--- src/rtl/btn_pkg.sv ---
// Shared types and constants for the push-button conditioning block.
package btn_pkg;

  typedef enum logic [1:0] {IDLE, ARMING, HELD, RELEASING} btn_db_state_e;

  localparam int BTN_D       = 0;
  localparam int BTN_R       = 1;
  localparam int BTN_L       = 2;
  localparam int BTN_U       = 3;
  localparam int BTN_C       = 4;
  localparam int NUM_BTN_DEF = 5;

  typedef struct packed {
    logic lvl;
    logic prs;
    logic rel;
    logic rpt;
  } btn_evt_t;

  // One spare bit so terminal-count compares never alias
  function automatic int cnt_width(input int a, input int b, input int c);
    int m;
    m = a;
    if (b > m) m = b;
    if (c > m) m = c;
    return $clog2(m) + 1;
  endfunction

endpackage

--- src/rtl/btn_debounce_if.sv ---
// Raw pad inputs and conditioned button buses between pads and the peripheral.
interface btn_debounce_if
  import btn_pkg::*;
#(
  parameter int NUM_BTN = NUM_BTN_DEF
);
  logic [NUM_BTN-1:0] btn_raw_i;
  logic [NUM_BTN-1:0] btn_level_o;
  logic [NUM_BTN-1:0] btn_press_o;
  logic [NUM_BTN-1:0] btn_release_o;
  logic [NUM_BTN-1:0] btn_repeat_o;

  modport slave  (input  btn_raw_i,
                  output btn_level_o, btn_press_o, btn_release_o, btn_repeat_o);
  modport master (output btn_raw_i,
                  input  btn_level_o, btn_press_o, btn_release_o, btn_repeat_o);
endinterface

--- src/rtl/btn_debounce_chan.sv ---
// One button channel: 2-FF sync, counter debounce FSM, edge and auto-repeat pulses.
module btn_debounce_chan
  import btn_pkg::*;
#(
  parameter int DB_CYCLES    = 1000000,
  parameter int REPEAT_EN    = 1,
  parameter int REPEAT_DELAY = 40000000,
  parameter int REPEAT_RATE  = 10000000,
  parameter int CNT_W        = cnt_width(DB_CYCLES, REPEAT_DELAY, REPEAT_RATE)
) (
  input  logic     btn_clk_i,
  input  logic     btn_rst_i,
  input  logic     raw,
  output btn_evt_t evt
);
  localparam logic [CNT_W-1:0] DB_LAST = CNT_W'(DB_CYCLES - 1);

  logic [1:0]       sync_q;
  logic             s;
  btn_db_state_e    state_q, state_d;
  logic [CNT_W-1:0] cnt_q, cnt_d;
  logic             press_d, rel_d, press_q, rel_q, rpt_q;
  logic             st, db_done;

  assign s       = sync_q[1];
  assign st      = (state_q == HELD) || (state_q == RELEASING);
  assign db_done = (cnt_q == DB_LAST);

  always_comb begin
    state_d = state_q;
    cnt_d   = '0;
    press_d = 1'b0;
    rel_d   = 1'b0;
    case (state_q)
      IDLE:      if (s) begin
                   state_d = ARMING;
                   cnt_d   = cnt_q + CNT_W'(1);
                 end
      ARMING:    if (!s)          state_d = IDLE;
                 else if (db_done) begin
                   state_d = HELD;
                   press_d = 1'b1;
                 end else          cnt_d = cnt_q + CNT_W'(1);
      HELD:      if (!s) begin
                   state_d = RELEASING;
                   cnt_d   = cnt_q + CNT_W'(1);
                 end
      RELEASING: if (s)           state_d = HELD;
                 else if (db_done) begin
                   state_d = IDLE;
                   rel_d   = 1'b1;
                 end else          cnt_d = cnt_q + CNT_W'(1);
      default:   state_d = IDLE;
    endcase
  end

  always_ff @(posedge btn_clk_i or posedge btn_rst_i) begin
    if (btn_rst_i) begin
      sync_q  <= '0;
      state_q <= IDLE;
      cnt_q   <= '0;
      press_q <= 1'b0;
      rel_q   <= 1'b0;
    end else begin
      sync_q  <= {sync_q[0], raw};
      state_q <= state_d;
      cnt_q   <= cnt_d;
      press_q <= press_d;
      rel_q   <= rel_d;
    end
  end

  generate
    if (REPEAT_EN != 0) begin : g_rpt
      localparam logic [CNT_W-1:0] DLY_LAST  = CNT_W'(REPEAT_DELAY - 1);
      localparam logic [CNT_W-1:0] RATE_LAST = CNT_W'(REPEAT_RATE - 1);
      logic [CNT_W-1:0] rpt_cnt_q;
      logic             first_q, hold_entry;

      // Any entry into HELD (press or a bounce back from RELEASING) restarts the delay
      assign hold_entry = (state_d == HELD) && (state_q != HELD);

      always_ff @(posedge btn_clk_i or posedge btn_rst_i) begin
        if (btn_rst_i) begin
          rpt_cnt_q <= '0;
          first_q   <= 1'b1;
          rpt_q     <= 1'b0;
        end else begin
          rpt_q <= 1'b0;
          if (!st || rel_d || hold_entry) begin
            rpt_cnt_q <= '0;
            first_q   <= 1'b1;
          end else if (rpt_cnt_q == (first_q ? DLY_LAST : RATE_LAST)) begin
            rpt_q     <= 1'b1;
            rpt_cnt_q <= '0;
            first_q   <= 1'b0;
          end else begin
            rpt_cnt_q <= rpt_cnt_q + CNT_W'(1);
          end
        end
      end
    end else begin : g_no_rpt
      assign rpt_q = 1'b0;
    end
  endgenerate

  assign evt.lvl = st;
  assign evt.prs = press_q;
  assign evt.rel = rel_q;
  assign evt.rpt = rpt_q;

endmodule

--- src/rtl/btn_debounce.sv ---
// Nexys push-button conditioner: NUM_BTN independent debounce channels.
module btn_debounce
  import btn_pkg::*;
#(
  parameter int NUM_BTN      = NUM_BTN_DEF,
  parameter int DB_CYCLES    = 1000000,
  parameter int REPEAT_EN    = 1,
  parameter int REPEAT_DELAY = 40000000,
  parameter int REPEAT_RATE  = 10000000
) (
  input  logic           btn_clk_i,
  input  logic           btn_rst_i,
  btn_debounce_if.slave  bus
);
  localparam int CNT_W = cnt_width(DB_CYCLES, REPEAT_DELAY, REPEAT_RATE);

  btn_evt_t [NUM_BTN-1:0] evt;

  generate
    for (genvar g = 0; g < NUM_BTN; g++) begin : g_chan
      btn_debounce_chan #(
        .DB_CYCLES    (DB_CYCLES),
        .REPEAT_EN    (REPEAT_EN),
        .REPEAT_DELAY (REPEAT_DELAY),
        .REPEAT_RATE  (REPEAT_RATE),
        .CNT_W        (CNT_W)
      ) u_chan (
        .btn_clk_i (btn_clk_i),
        .btn_rst_i (btn_rst_i),
        .raw       (bus.btn_raw_i[g]),
        .evt       (evt[g])
      );
      assign bus.btn_level_o[g]   = evt[g].lvl;
      assign bus.btn_press_o[g]   = evt[g].prs;
      assign bus.btn_release_o[g] = evt[g].rel;
      assign bus.btn_repeat_o[g]  = evt[g].rpt;
    end
  endgenerate

endmodule

--- src/flat_wrapper.sv ---
// flat-port wrapper written by rule: the top's interface ports become plain ports
module btn_debounce_flat import btn_pkg::*;
#(
  parameter int NUM_BTN      = NUM_BTN_DEF,
  parameter int DB_CYCLES    = 1000000,
  parameter int REPEAT_EN    = 1,
  parameter int REPEAT_DELAY = 40000000,
  parameter int REPEAT_RATE  = 10000000
)
  (btn_clk_i, btn_rst_i, bus_btn_raw_i, bus_btn_level_o, bus_btn_press_o, bus_btn_release_o, bus_btn_repeat_o);
  btn_debounce_if #(.NUM_BTN(NUM_BTN)) bus_i ();
  input  logic btn_clk_i;
  input  logic btn_rst_i;
  input wire logic [$bits(bus_i.btn_raw_i)-1:0] bus_btn_raw_i;
  output wire logic [$bits(bus_i.btn_level_o)-1:0] bus_btn_level_o;
  output wire logic [$bits(bus_i.btn_press_o)-1:0] bus_btn_press_o;
  output wire logic [$bits(bus_i.btn_release_o)-1:0] bus_btn_release_o;
  output wire logic [$bits(bus_i.btn_repeat_o)-1:0] bus_btn_repeat_o;
  assign bus_i.btn_raw_i = bus_btn_raw_i;
  assign bus_btn_level_o = bus_i.btn_level_o;
  assign bus_btn_press_o = bus_i.btn_press_o;
  assign bus_btn_release_o = bus_i.btn_release_o;
  assign bus_btn_repeat_o = bus_i.btn_repeat_o;
  btn_debounce #(.NUM_BTN(NUM_BTN), .DB_CYCLES(DB_CYCLES), .REPEAT_EN(REPEAT_EN), .REPEAT_DELAY(REPEAT_DELAY), .REPEAT_RATE(REPEAT_RATE)) u_core (.btn_clk_i(btn_clk_i), .btn_rst_i(btn_rst_i), .bus(bus_i));
endmodule
--- config.mk ---
export PLATFORM = sky130hd
export DESIGN_NAME = btn_debounce_flat
export DESIGN_NICKNAME = d
export VERILOG_FILES = /design/src/rtl/btn_pkg.sv /design/src/rtl/btn_debounce_if.sv /design/src/rtl/btn_debounce_chan.sv /design/src/rtl/btn_debounce.sv /design/src/flat_wrapper.sv
export SDC_FILE = /design/constraint.sdc
export NUM_CORES = 1
export LEC_CHECK = 0
export CORE_UTILIZATION = 60
export CTS_BUF_LIST = sky130_fd_sc_hd__clkbuf_4 sky130_fd_sc_hd__clkbuf_8
export CTS_CLUSTER_DIAMETER = 60
export DETAILED_ROUTE_END_ITERATION = 10
export GPL_TIMING_DRIVEN = 0
export PLACE_DENSITY = 0.85
export SLEW_MARGIN = 20
export SYNTH_ARGS = -nofsm -noshare
export SYNTH_HDL_FRONTEND = slang
export SYNTH_SLANG_ARGS = --single-unit
--- constraint.sdc ---
create_clock -name btn_clk_i -period 13 [get_ports btn_clk_i]
set_input_delay 1.3 -clock btn_clk_i [delete_from_list [all_inputs] [get_ports btn_clk_i]]
set_output_delay 1.3 -clock btn_clk_i [all_outputs]
set_load 0.05 [all_outputs]
==> impl_metrics.ini, run 1 <==
[setup_path]
path_buf_inv = 3
critPathLaunchType = register
criticalPathCategory = register to output pin
endpoint_kind = output pin
critPathTopFamily = buffers and inverters
arrival_ns = 2.06
worstPathCellList = clkbuf_1, buf_4, clkdlybuf4s50_1
reg2regPathDepth = 7
slowest_stage = clkdlybuf4s50_1
rrSetupSlack_ns = 10.53
r2r_end = u_core.g_chan[2].u_chan.cnt_q[22]
cp.depth = 3
timing.rr.start = u_core.g_chan[2].u_chan.cnt_q[0]
max_stage_delay_ns = 0.79
cp_data_required_time_ns = 11.70
crit_path_max_fanout = 7

[logic_synthesis]
seq_area_frac_synth = 0.512
yosys-top-cells-area = dfrtp_1, xor2_1, nor2_1, xnor2_1, nand3_1
muxShareOfSynthArea = 0.00371
synth_top_family_by_area = simple AND/OR/NAND/NOR gates
yosysWarningCount = 0
ys_ff_latch = 310
yosysUniqueCellTypes = 63
avgSynthCellArea_um2 = 9.89
synth_top_cell_by_area = dfrtp_1
synthSimpleGateAreaFrac = 0.281
netlist.area_leader.share = 0.503
synthXorXnorAreaFrac = 0.141
synth_flop_cell = dfrtp_1
syn_inst = 1534
async_flop_share = 1.00
synthAdderAreaFrac = 0.00825
synth_edf_count = 0
synth_compound_area_frac = 0.0218
synth_area_mm2 = 0.0152
syn-num-nets = 1551

[sta]
fmax_ghz = 0.298
timing.final.crit_period_ns = 3.36
fin_tns_setup_ns = 0
skew_ns = 0.0139
rsz0062_at_grt = no
setup_viol = 0
worstMarginPinSlew_ns = 0.881
hold_violations = 0
drv_slew = 0
period_share = 0.258
relSlewSlack = 0.408

[worst_hold_path]
min_from = u_core.g_chan[1].u_chan.sync_q[0]
holdPathEnd = u_core.g_chan[1].u_chan.sync_q[1]
hold_depth = 0
hold_path.class = register to register

[detailed_routing]
drt_wl_total_um = 29300
drc = 0
viasPerCell = 5.75
final_antenna_net_count = 0
drtIter0Drc = 845
drt-pass1-iter-count = 8
wl_per_cell_um = 14.8
via_count = 11400

[placement]
dpl.cell_count = 1887
dp_hpwl_um = 19200
gp_congestion = 0.884
portBuffers = 26

[clock_network]
hold_buffers = 0
cts-buffers-inserted = 50
cts_resized = 0
cts_setup_buffers = 0
clk_pin_slew_ns = 0.06
clock_latency_ns = 0.57
cts_tree = yes
clock-sinks = 310
clockBufferDepth = 3
clock_tree.root_cell = clkbuf_8
h-tree-depth = 2

[floorplanning]
die_x_um = 161
core-area_mm2 = 0.0245
die_h_um = 161
dieArea_mm2 = 0.0259
ioPinCount = 27
core.rowCount = 57
start_util = 0.619

[power]
leakage_nw = 6.96
ir_drop_mv = 0.127
p_per_area_mw_per_mm2 = 115

[global_route]
grt_pass1_vias = 11300
grt_max_degree = 109
antenna_found_initial = 0
grt_usage = 0.235
grt_pass1_wl_um = 51400
grt-ovfl-total = 0

[status]
status = complete, no violations

[finish]
layout.cells.non_filler = 1978
layout-drive-gt1-share = 0.103
nFillCells = 1792
area_growth_pct = 12.7
nets = 1632
diodes = 0

[flow_run]
drv_cap = 0
## metrics by stage
| step | total power, mW | hold WS (ns) | area (um^2) | utilization | worst slack, ns |
|---|---|---|---|---|---|
| floorplan | 1.02 | 0.331 | 15200 | - | 3.14 |
| global placement | 1.03 | 0.332 | 15800 | 0.646 | -0.251 |
| detailed placement | 1.04 | 0.339 | 15900 | 0.649 | 10.19 |
| CTS | 2.00 | 0.357 | 17100 | 0.697 | 9.61 |
| global route | 2.04 | 0.358 | 17100 | 0.697 | 9.56 |
| finish | 1.97 | 0.354 | 17100 | 0.697 | 9.64 |
## power breakdown
part | internal [mW] | switching (mW) | total [mW]
Combinational | 0.00977 | 0.0294 | 0.0392
Sequential | 0.971 | 0.00676 | 0.978
Clock | 0.568 | 0.385 | 0.953
Total | 1.55 | 0.421 | 1.97
## Yosys cell counts, types with 3 or more instances
master / number
or4b_2: 5
or3_1: 18
mux2_2: 5
o2111ai_1: 3
and4_1: 23
dfrtp_1: 305
nor2_1: 277
nor3_1: 60
buf_2: 17
dfstp_2: 5
nand2_1: 83
nor4b_1: 13
clkbuf_1: 31
nor3b_1: 12
buf_4: 20
nor4_2: 4
a211oi_1: 4
and3_1: 45
nor4_4: 3
or4_1: 7
nand4b_1: 3
xor2_1: 139
a21o_1: 4
and2_1: 5
nand3_1: 119
o21ai_0: 12
nor2b_1: 4
or4bb_1: 5
xnor2_1: 106
inv_1: 32
ha_1: 10
nor4_1: 38
a21oi_1: 10
nand4_1: 73
## per-layer routing
metal  vias up  routed length [um]  GRT usage
met5         -                   0          0
met4         0                 568     0.0729
met3        57                1200     0.0390
met2       241               14300      0.388
met1      5612               13300      0.319
li1       5469                   -          -
## worst max-delay path by stage
stage	start	end	slack [ns]
6_report	u_core.g_chan[2].u_chan.state_q[1]	bus_btn_level_o[2]	9.64
5_1_grt	u_core.g_chan[2].u_chan.state_q[1]	bus_btn_level_o[2]	9.56
4_1_cts	u_core.g_chan[2].u_chan.state_q[1]	bus_btn_level_o[2]	9.61
3_5_place_dp	btn_rst_i	u_core.g_chan[0].u_chan.g_rpt.rpt_cnt_q[24]	10.19
3_3_place_gp	btn_rst_i	u_core.g_chan[0].u_chan.g_rpt.rpt_cnt_q[20]	-0.25
2_1_floorplan	btn_rst_i	u_core.g_chan[0].u_chan.cnt_q[0]	3.14
## layout make-up
class	count	area, um^2	share of cell area
Clock buffer	75	951	0.0556
Multi-Input combinational cell	1122	6940	0.406
Sequential cell	310	7760	0.454
Tap cell	324	405	0.0237
Clock inverter	16	208	0.0121
Inverter	32	128	0.00746
Buffer	70	368	0.0215
Timing Repair Buffer	29	343	0.0200
## state kept, by name, indices dropped and copies added (netlist names)
name / cells
u_core.g_chan.u_chan.g_rpt.rpt_cnt_q: 135
u_core.g_chan.u_chan.g_rpt.first_q: 5
u_core.g_chan.u_chan.press_q: 5
u_core.g_chan.u_chan.sync_q: 10
u_core.g_chan.u_chan.rel_q: 5
u_core.g_chan.u_chan.cnt_q: 135
u_core.g_chan.u_chan.rpt_q: 5
u_core.g_chan.u_chan.state_q: 10
## cell usage in the layout (no fill, tap or decap), types with 6 or more instances in the layout
cell	count
and4_1	23
clkbuf_4	13
nand2_1	83
ha_1	10
nand4_1	73
xnor2_1	106
and3_1	45
nor4_2	6
o21ai_0	12
xor2_1	139
clkinv_2	10
inv_1	31
buf_4	20
clkbuf_1	31
dfrtp_1	305
nor4_1	36
buf_2	17
or3_1	18
or4_1	7
nor3_1	60
a21oi_1	10
nor3b_1	12
clkbuf_8	62
nand3_1	119
nor2_1	277
clkdlybuf4s50_1	26
nor4b_1	13
## kinds of logic after synthesis
group / Yosys count
AND/OR/NAND/NOR: 813
flip-flops: 310
XOR/XNOR: 245
buffers and inverters: 102
AO/OA/AOI/OAI: 49
adder cells (fa/ha/maj): 10
multiplexers: 5
Power figures use the tool's default switching activity.
==> run 2: changes to the inputs <==
--- a/config.mk
+++ b/config.mk
@@ -5,12 +5,12 @@
 export SDC_FILE = /design/constraint.sdc
 export NUM_CORES = 1
 export LEC_CHECK = 0
-export CORE_UTILIZATION = 60
+export CORE_UTILIZATION = 59
 export CTS_BUF_LIST = sky130_fd_sc_hd__clkbuf_4 sky130_fd_sc_hd__clkbuf_8
 export CTS_CLUSTER_DIAMETER = 60
 export DETAILED_ROUTE_END_ITERATION = 10
 export GPL_TIMING_DRIVEN = 0
-export PLACE_DENSITY = 0.85
+export PLACE_DENSITY = 0.87
 export SLEW_MARGIN = 20
 export SYNTH_ARGS = -nofsm -noshare
 export SYNTH_HDL_FRONTEND = slang
==> constraint.sdc (replaced) <==
create_clock -name btn_clk_i -period 2.76 [get_ports btn_clk_i]
set_input_delay 0.276 -clock btn_clk_i [delete_from_list [all_inputs] [get_ports btn_clk_i]]
set_output_delay 0.276 -clock btn_clk_i [all_outputs]
set_load 0.05 [all_outputs]
==> run 2 against run 1 <==
Clock power grew to 4.4 times the previous value; via count rose by 1.3%; clock skew is 0.0019 ns lower; power grew to 4.6 times the previous value; hold slack worse by 0.24 ns; non-clock buffer count up 7; global-route usage up 0.078 points; sequential cell count stayed put; count of clock-buffer cells in the layout increased by 6; design area up 0.37%; routed wire length up 1.6%.
==> impl_metrics.ini, run 2 (synthesis gave the netlist of run 1 again) <==
[power]
p_per_area_mw_per_mm2 = 527
leakage_nw = 6.98
ir_drop_mv = 0.396
p_sw_frac = 0.216
p_int_mw = 7.10
pwr-share-seq = 0.509
netSwitchingPower_mw = 1.95
power_frac_clock = 0.468
combPwrFrac = 0.023

[clock_network]
cts_resized = 0
cts_setup_buffers = 0
clock_tree.root_cell = clkbuf_8
hold_buffers = 0
clock_latency_ns = 0.57
clk_pin_slew_ns = 0.06
cts-buffers-inserted = 50
cts_tree = yes
clock-sinks = 310
clockBufferDepth = 3
h-tree-depth = 2

[global_route]
antenna_found_initial = 0
grt-ovfl-total = 0
grt_pass1_wl_um = 51800
grt_pass1_vias = 11300
grt_usage = 0.235
grt_max_degree = 36

[setup_path]
path_buf_inv = 2
endpoint_kind = register
critPathTopFamily = simple AND/OR/NAND/NOR gates
crit_path_max_fanout = 10
critPathLaunchType = register
criticalPathCategory = register to register
arrival_ns = 2.86
cpMostUsedCell = clkbuf_1
max_stage_delay_ns = 0.43
cp_data_required_time_ns = 3.19
worstPathCellList = nor4b_1, nand4_1, or3_1, clkbuf_1, nand2_1, clkbuf_1, nor2_1
slowest_stage = dfrtp_1

[sta]
relSlewSlack = 0.356
setup_slack_ns = 0.323
period_share = 0.883
drv_slew = 0
timing.final.crit_period_ns = 2.44
worstMarginPinSlew_ns = 0.959
fin_tns_setup_ns = 0
setup_viol = 0
skew_ns = 0.0120
rsz0062_at_grt = no
fmax_ghz = 0.410
hold_violations = 0

[detailed_routing]
drtIter0Drc = 829
wl_per_cell_um = 15.0
viasPerCell = 5.80
final_antenna_net_count = 0
drt-pass1-iter-count = 5
via_count = 11500
drt_wl_total_um = 29800
drc = 0

[finish]
layout.cells.non_filler = 1988
nets = 1639
mostFrequentLayoutCells = dfrtp_1, nor2_1, xor2_1, nand3_1, xnor2_1
area_growth_pct = 13.1
nFillCells = 1818
layout_commonest_cell = dfrtp_1
diodes = 0
design_area_mm2 = 0.0172
layout-drive-gt1-share = 0.105
top_regs = u_core.g_chan.u_chan.cnt_q (135), u_core.g_chan.u_chan.g_rpt.rpt_cnt_q (135)

[status]
status = complete, no violations

[placement]
portBuffers = 26
dpl.cell_count = 1900
dpl-instance-area_mm2 = 0.0161
gp_congestion = 0.839
dp_hpwl_um = 20300
dp_worst_setup_slack_ns = 0.360

[floorplanning]
die_h_um = 162
core.rowCount = 58
dieArea_mm2 = 0.0264
core-area_mm2 = 0.0252
die_x_um = 162
start_util = 0.603
ioPinCount = 27

[worst_hold_path]
hold_path.class = input port to asynchronous set/reset pin

[flow_run]
drv_cap = 0
[run 2: cell types whose count changed in the layout (fill, tap and decap cells not counted), sizes merged]
cell,delta
bufinv,-3
buf,+7
inv,-1
clkinv,-7
clkbuf,+6
clkinvlp,+2
[run 2: through the flow]
step                      hold WS (ns)  power, mW   util
final                            0.113       9.05  0.682
after global routing             0.126       9.39  0.682
after CTS                       0.0863       9.16  0.681
after detailed placement         0.335       4.90  0.638
after global placement           0.333       4.86  0.629
after floorplan                  0.307       4.81      -
[run 2: worst reg2reg max path, cell delays in order, from the launching register on]
cell	delay [ns]
dfrtp_1	0.43
nor4b_1	0.38
nand4_1	0.14
or3_1	0.37
clkbuf_1	0.18
nand2_1	0.29
clkbuf_1	0.41
nor2_1	0.10
[run 2: cell type report]
cell class / count / area (um^2) / area share
clock buffers: 81 / 996 / 0.0580
flip-flops and latches: 310 / 7760 / 0.452
plain buffers: 70 / 368 / 0.0214
well taps: 330 / 413 / 0.0241
repair buffers: 36 / 475 / 0.0277
clock inverters: 7 / 90.1 / 0.00525
multi-input cells: 1122 / 6940 / 0.404
inverters: 32 / 124 / 0.00722
[run 2: per-layer routing]
metal  global-route usage  wire [um]  vias up  part of all wire
li1                     -          -     5478                 -
met1                0.319      13500     5714              0.45
met2                0.389      14500      264              0.49
met3               0.0336       1130       71             0.038
met4               0.0802        666        0             0.022
met5                    0          0        -                 0
[run 2: power by group through the flow]
| stage | logic (mW) | registers (mW) | clock network [mW] |
|---|---|---|---|
| 2_1_floorplan | 0.127 | 4.68 | 0 |
| 3_3_place_gp | 0.172 | 4.69 | 0 |
| 3_5_place_dp | 0.216 | 4.69 | 0 |
| 4_1_cts | 0.217 | 4.61 | 4.34 |
| 5_1_grt | 0.242 | 4.61 | 4.54 |
| 6_report | 0.210 | 4.61 | 4.24 |
[run 2: path summary, 6_finish.rpt]
check                                                  startpoint                                     to  slack [ns]  cells after the start
worst min-delay path                                    btn_rst_i      u_core.g_chan[0].u_chan.cnt_q[26]        0.11                      2
max in group asynchronous                               btn_rst_i  u_core.g_chan[3].u_chan.g_rpt.first_q        1.61                      5
worst max register to register   u_core.g_chan[0].u_chan.cnt_q[6]      u_core.g_chan[0].u_chan.cnt_q[21]        0.32                      7
min in group btn_clk_i                           bus_btn_raw_i[1]      u_core.g_chan[1].u_chan.sync_q[0]        0.14                      1
worst max-delay path             u_core.g_chan[0].u_chan.cnt_q[6]      u_core.g_chan[0].u_chan.cnt_q[21]        0.32                      7
worst min register to register  u_core.g_chan[3].u_chan.sync_q[0]      u_core.g_chan[3].u_chan.sync_q[1]        0.35                      0
==> run 3: changes to the inputs <==
--- a/config.mk
+++ b/config.mk
@@ -11,7 +11,6 @@
 export DETAILED_ROUTE_END_ITERATION = 10
 export GPL_TIMING_DRIVEN = 0
 export PLACE_DENSITY = 0.87
-export SLEW_MARGIN = 20
 export SYNTH_ARGS = -nofsm -noshare
 export SYNTH_HDL_FRONTEND = slang
 export SYNTH_SLANG_ARGS = --single-unit
==> constraint.sdc (replaced) <==
create_clock -name btn_clk_i -period 2 [get_ports btn_clk_i]
set_input_delay 0.2 -clock btn_clk_i [delete_from_list [all_inputs] [get_ports btn_clk_i]]
set_output_delay 0.2 -clock btn_clk_i [all_outputs]
set_load 0.05 [all_outputs]
==> run 3 against run 2 <==
Worst setup slack lost 0.48 ns; sequential cell count unchanged; highest routed layer unchanged; critical path type unchanged; register-to-register slack lost 0.48 ns; the flow now finishes with violations (setup timing); global-route usage is 3.6 points higher; die area did not move; non-clock buffer count increased by 78; largest cell class unchanged.
==> impl_metrics.ini, run 3 (synthesis gave the netlist of run 1 again) <==
[status]
status = finished, violations left
violations = setup timing

[flow_run]
drv_cap = 0

[detailed_routing]
drt_wl_total_um = 38300
drt-pass1-iter-count = 7
final_antenna_net_count = 0
viasPerCell = 6.09
drtIter0Drc = 1289
wl_per_cell_um = 18.5
drc = 0
via_count = 12600

[global_route]
grt_max_degree = 40
grt_pass1_vias = 12400
met3_usage = 0.0463
use_met1 = 0.344
grt-ovfl-total = 0
busiest_layer = met2
grt_pass1_wl_um = 58900
antenna_found_initial = 0
grt_usage = 0.271
met2_usage = 0.462

[placement]
gp_congestion = 0.857
dp_hpwl_um = 20000
portBuffers = 26

[sta]
setup_slack_ns = -0.160
skew_ns = 0.0183
relSlewSlack = 0.574
whs_ns = 0.0421
timing.final.crit_period_ns = 2.16
period_share = 1.08
setup_viol = 122
fmax_ghz = 0.463
drv_slew = 0
hold_violations = 0
worstMarginPinSlew_ns = 0.635
rsz0062_at_grt = yes

[finish]
multi_input_area_mm2 = 0.00774
diodes = 0
nFillCells = 1466
layout-drive-gt1-share = 0.232
nets = 1718
top_regs = u_core.g_chan.u_chan.cnt_q (135), u_core.g_chan.u_chan.g_rpt.rpt_cnt_q (135)
mostFrequentLayoutCells = dfrtp_1, nor2_1, xor2_1, nand3_1, xnor2_1
area_growth_pct = 24.2
layout_commonest_cell = dfrtp_1
utilization = 0.749
regArea_mm2 = 0.00777

[setup_path]
criticalPathCategory = register to register
arrival_ns = 2.66
crit_path_max_fanout = 6
critPathLaunchType = register
cp_data_required_time_ns = 2.50
endpoint_kind = register

[floorplanning]
start_util = 0.603
die_h_um = 162
die_x_um = 162
core-area_mm2 = 0.0252
dieArea_mm2 = 0.0264
ioPinCount = 27
core.rowCount = 58

[power]
netSwitchingPower_mw = 2.89
p_per_area_mw_per_mm2 = 687
p_int_mw = 10.1
ir_drop_mv = 0.656
combPwrFrac = 0.025
power_frac_clock = 0.484
leakage_nw = 7.95
p_sw_frac = 0.223
pwr-share-seq = 0.491

[clock_network]
clock-sinks = 310
clk_pin_slew_ns = 0.06
clockBufferDepth = 3
cts-buffers-inserted = 51
h-tree-depth = 2
cts_tree = yes
clock_tree.root_cell = clkbuf_8
clock_latency_ns = 0.59

[worst_hold_path]
hold_path.class = input port to asynchronous set/reset pin
-- run 3: changes by cell type in the layout (fill, tap and decap cells not counted), sizes merged --
cell / previous run / this run
clkdlybuf4s50: 26 / 6
buf: 48 / 136
clkinv: 3 / 15
clkinvlp: 3 / 1
dlymetal6s2s: 0 / 2
clkbuf: 113 / 99
bufinv: 2 / 4
clkdlybuf4s15: 0 / 2
dlygate4sd2: 0 / 15
-- run 3: what timing repair did --
action                     CTS  global route
hold buffers                 0             0
gates resized for setup    145           131
gates cloned                 7             0
buffers inserted            52            30
pin swaps                   40            59
setup endpoints to repair  275           235
-- run 3: critical path, cell delays in order (launching register included) --
cell,delay [ns]
dfrtp_1,0.46
nand4_1,0.38
nor4_4,0.33
buf_4,0.20
nand2_1,0.11
or3_1,0.41
a21oi_1,0.19
-- run 3: routing by layer --
layer | up-vias | wire (um)
met5 | - | 0
met4 | 0 | 1460
met3 | 169 | 2350
met2 | 602 | 19400
met1 | 6200 | 15100
li1 | 5649 | -
-- run 3: power groups by stage --
stage	sequential (mW)	combinational (mW)	clock, mW
6_report	6.36	0.321	6.27
5_1_grt	6.36	0.364	6.66
4_1_cts	6.36	0.312	6.31
3_5_place_dp	6.47	0.288	0
3_3_place_gp	6.47	0.236	0
2_1_floorplan	6.46	0.175	0
-- run 3: per-stage QoR --
step                worst slack (ns)  power (mW)  cell area (um^2)  setup TNS, ns  cells
finish                        -0.160        12.9             18800          -6.37   2073
detailed placement            -0.389        6.76             16000         -60.17   1899
global placement               -4.29        6.71             15900       -1365.38   1890
CTS                          -0.0151        13.0             18100         -0.165   2048
global route                  -0.314        13.4             18800         -13.15   2073
floorplan                      -2.32        6.64             15200        -714.53   1534
-- run 3: path summary, 6_finish.rpt --
path | startpoint | end | slack [ns] | cells after the start
setup / recovery | u_core.g_chan[2].u_chan.g_rpt.rpt_cnt_q[4] | u_core.g_chan[2].u_chan.g_rpt.rpt_cnt_q[26] | -0.16 | 6
hold / removal | btn_rst_i | u_core.g_chan[2].u_chan.cnt_q[5] | 0.04 | 2
setup reg to reg | u_core.g_chan[2].u_chan.g_rpt.rpt_cnt_q[4] | u_core.g_chan[2].u_chan.g_rpt.rpt_cnt_q[26] | -0.16 | 6
hold reg to reg | u_core.g_chan[0].u_chan.sync_q[0] | u_core.g_chan[0].u_chan.sync_q[1] | 0.35 | 0
max in group asynchronous | btn_rst_i | u_core.g_chan[4].u_chan.cnt_q[26] | 0.65 | 6
min in group btn_clk_i | bus_btn_raw_i[4] | u_core.g_chan[4].u_chan.sync_q[0] | 0.06 | 1
-- run 3: layout make-up --
class / instances / share of cell area
tap: 330 / 0.0219
inverter: 32 / 0.00657
clock buffer: 76 / 0.0515
buffer: 60 / 0.0240
clock inverter: 19 / 0.0104
timing repair buffer: 124 / 0.0625
multi-input combinational: 1122 / 0.411
sequential: 310 / 0.412
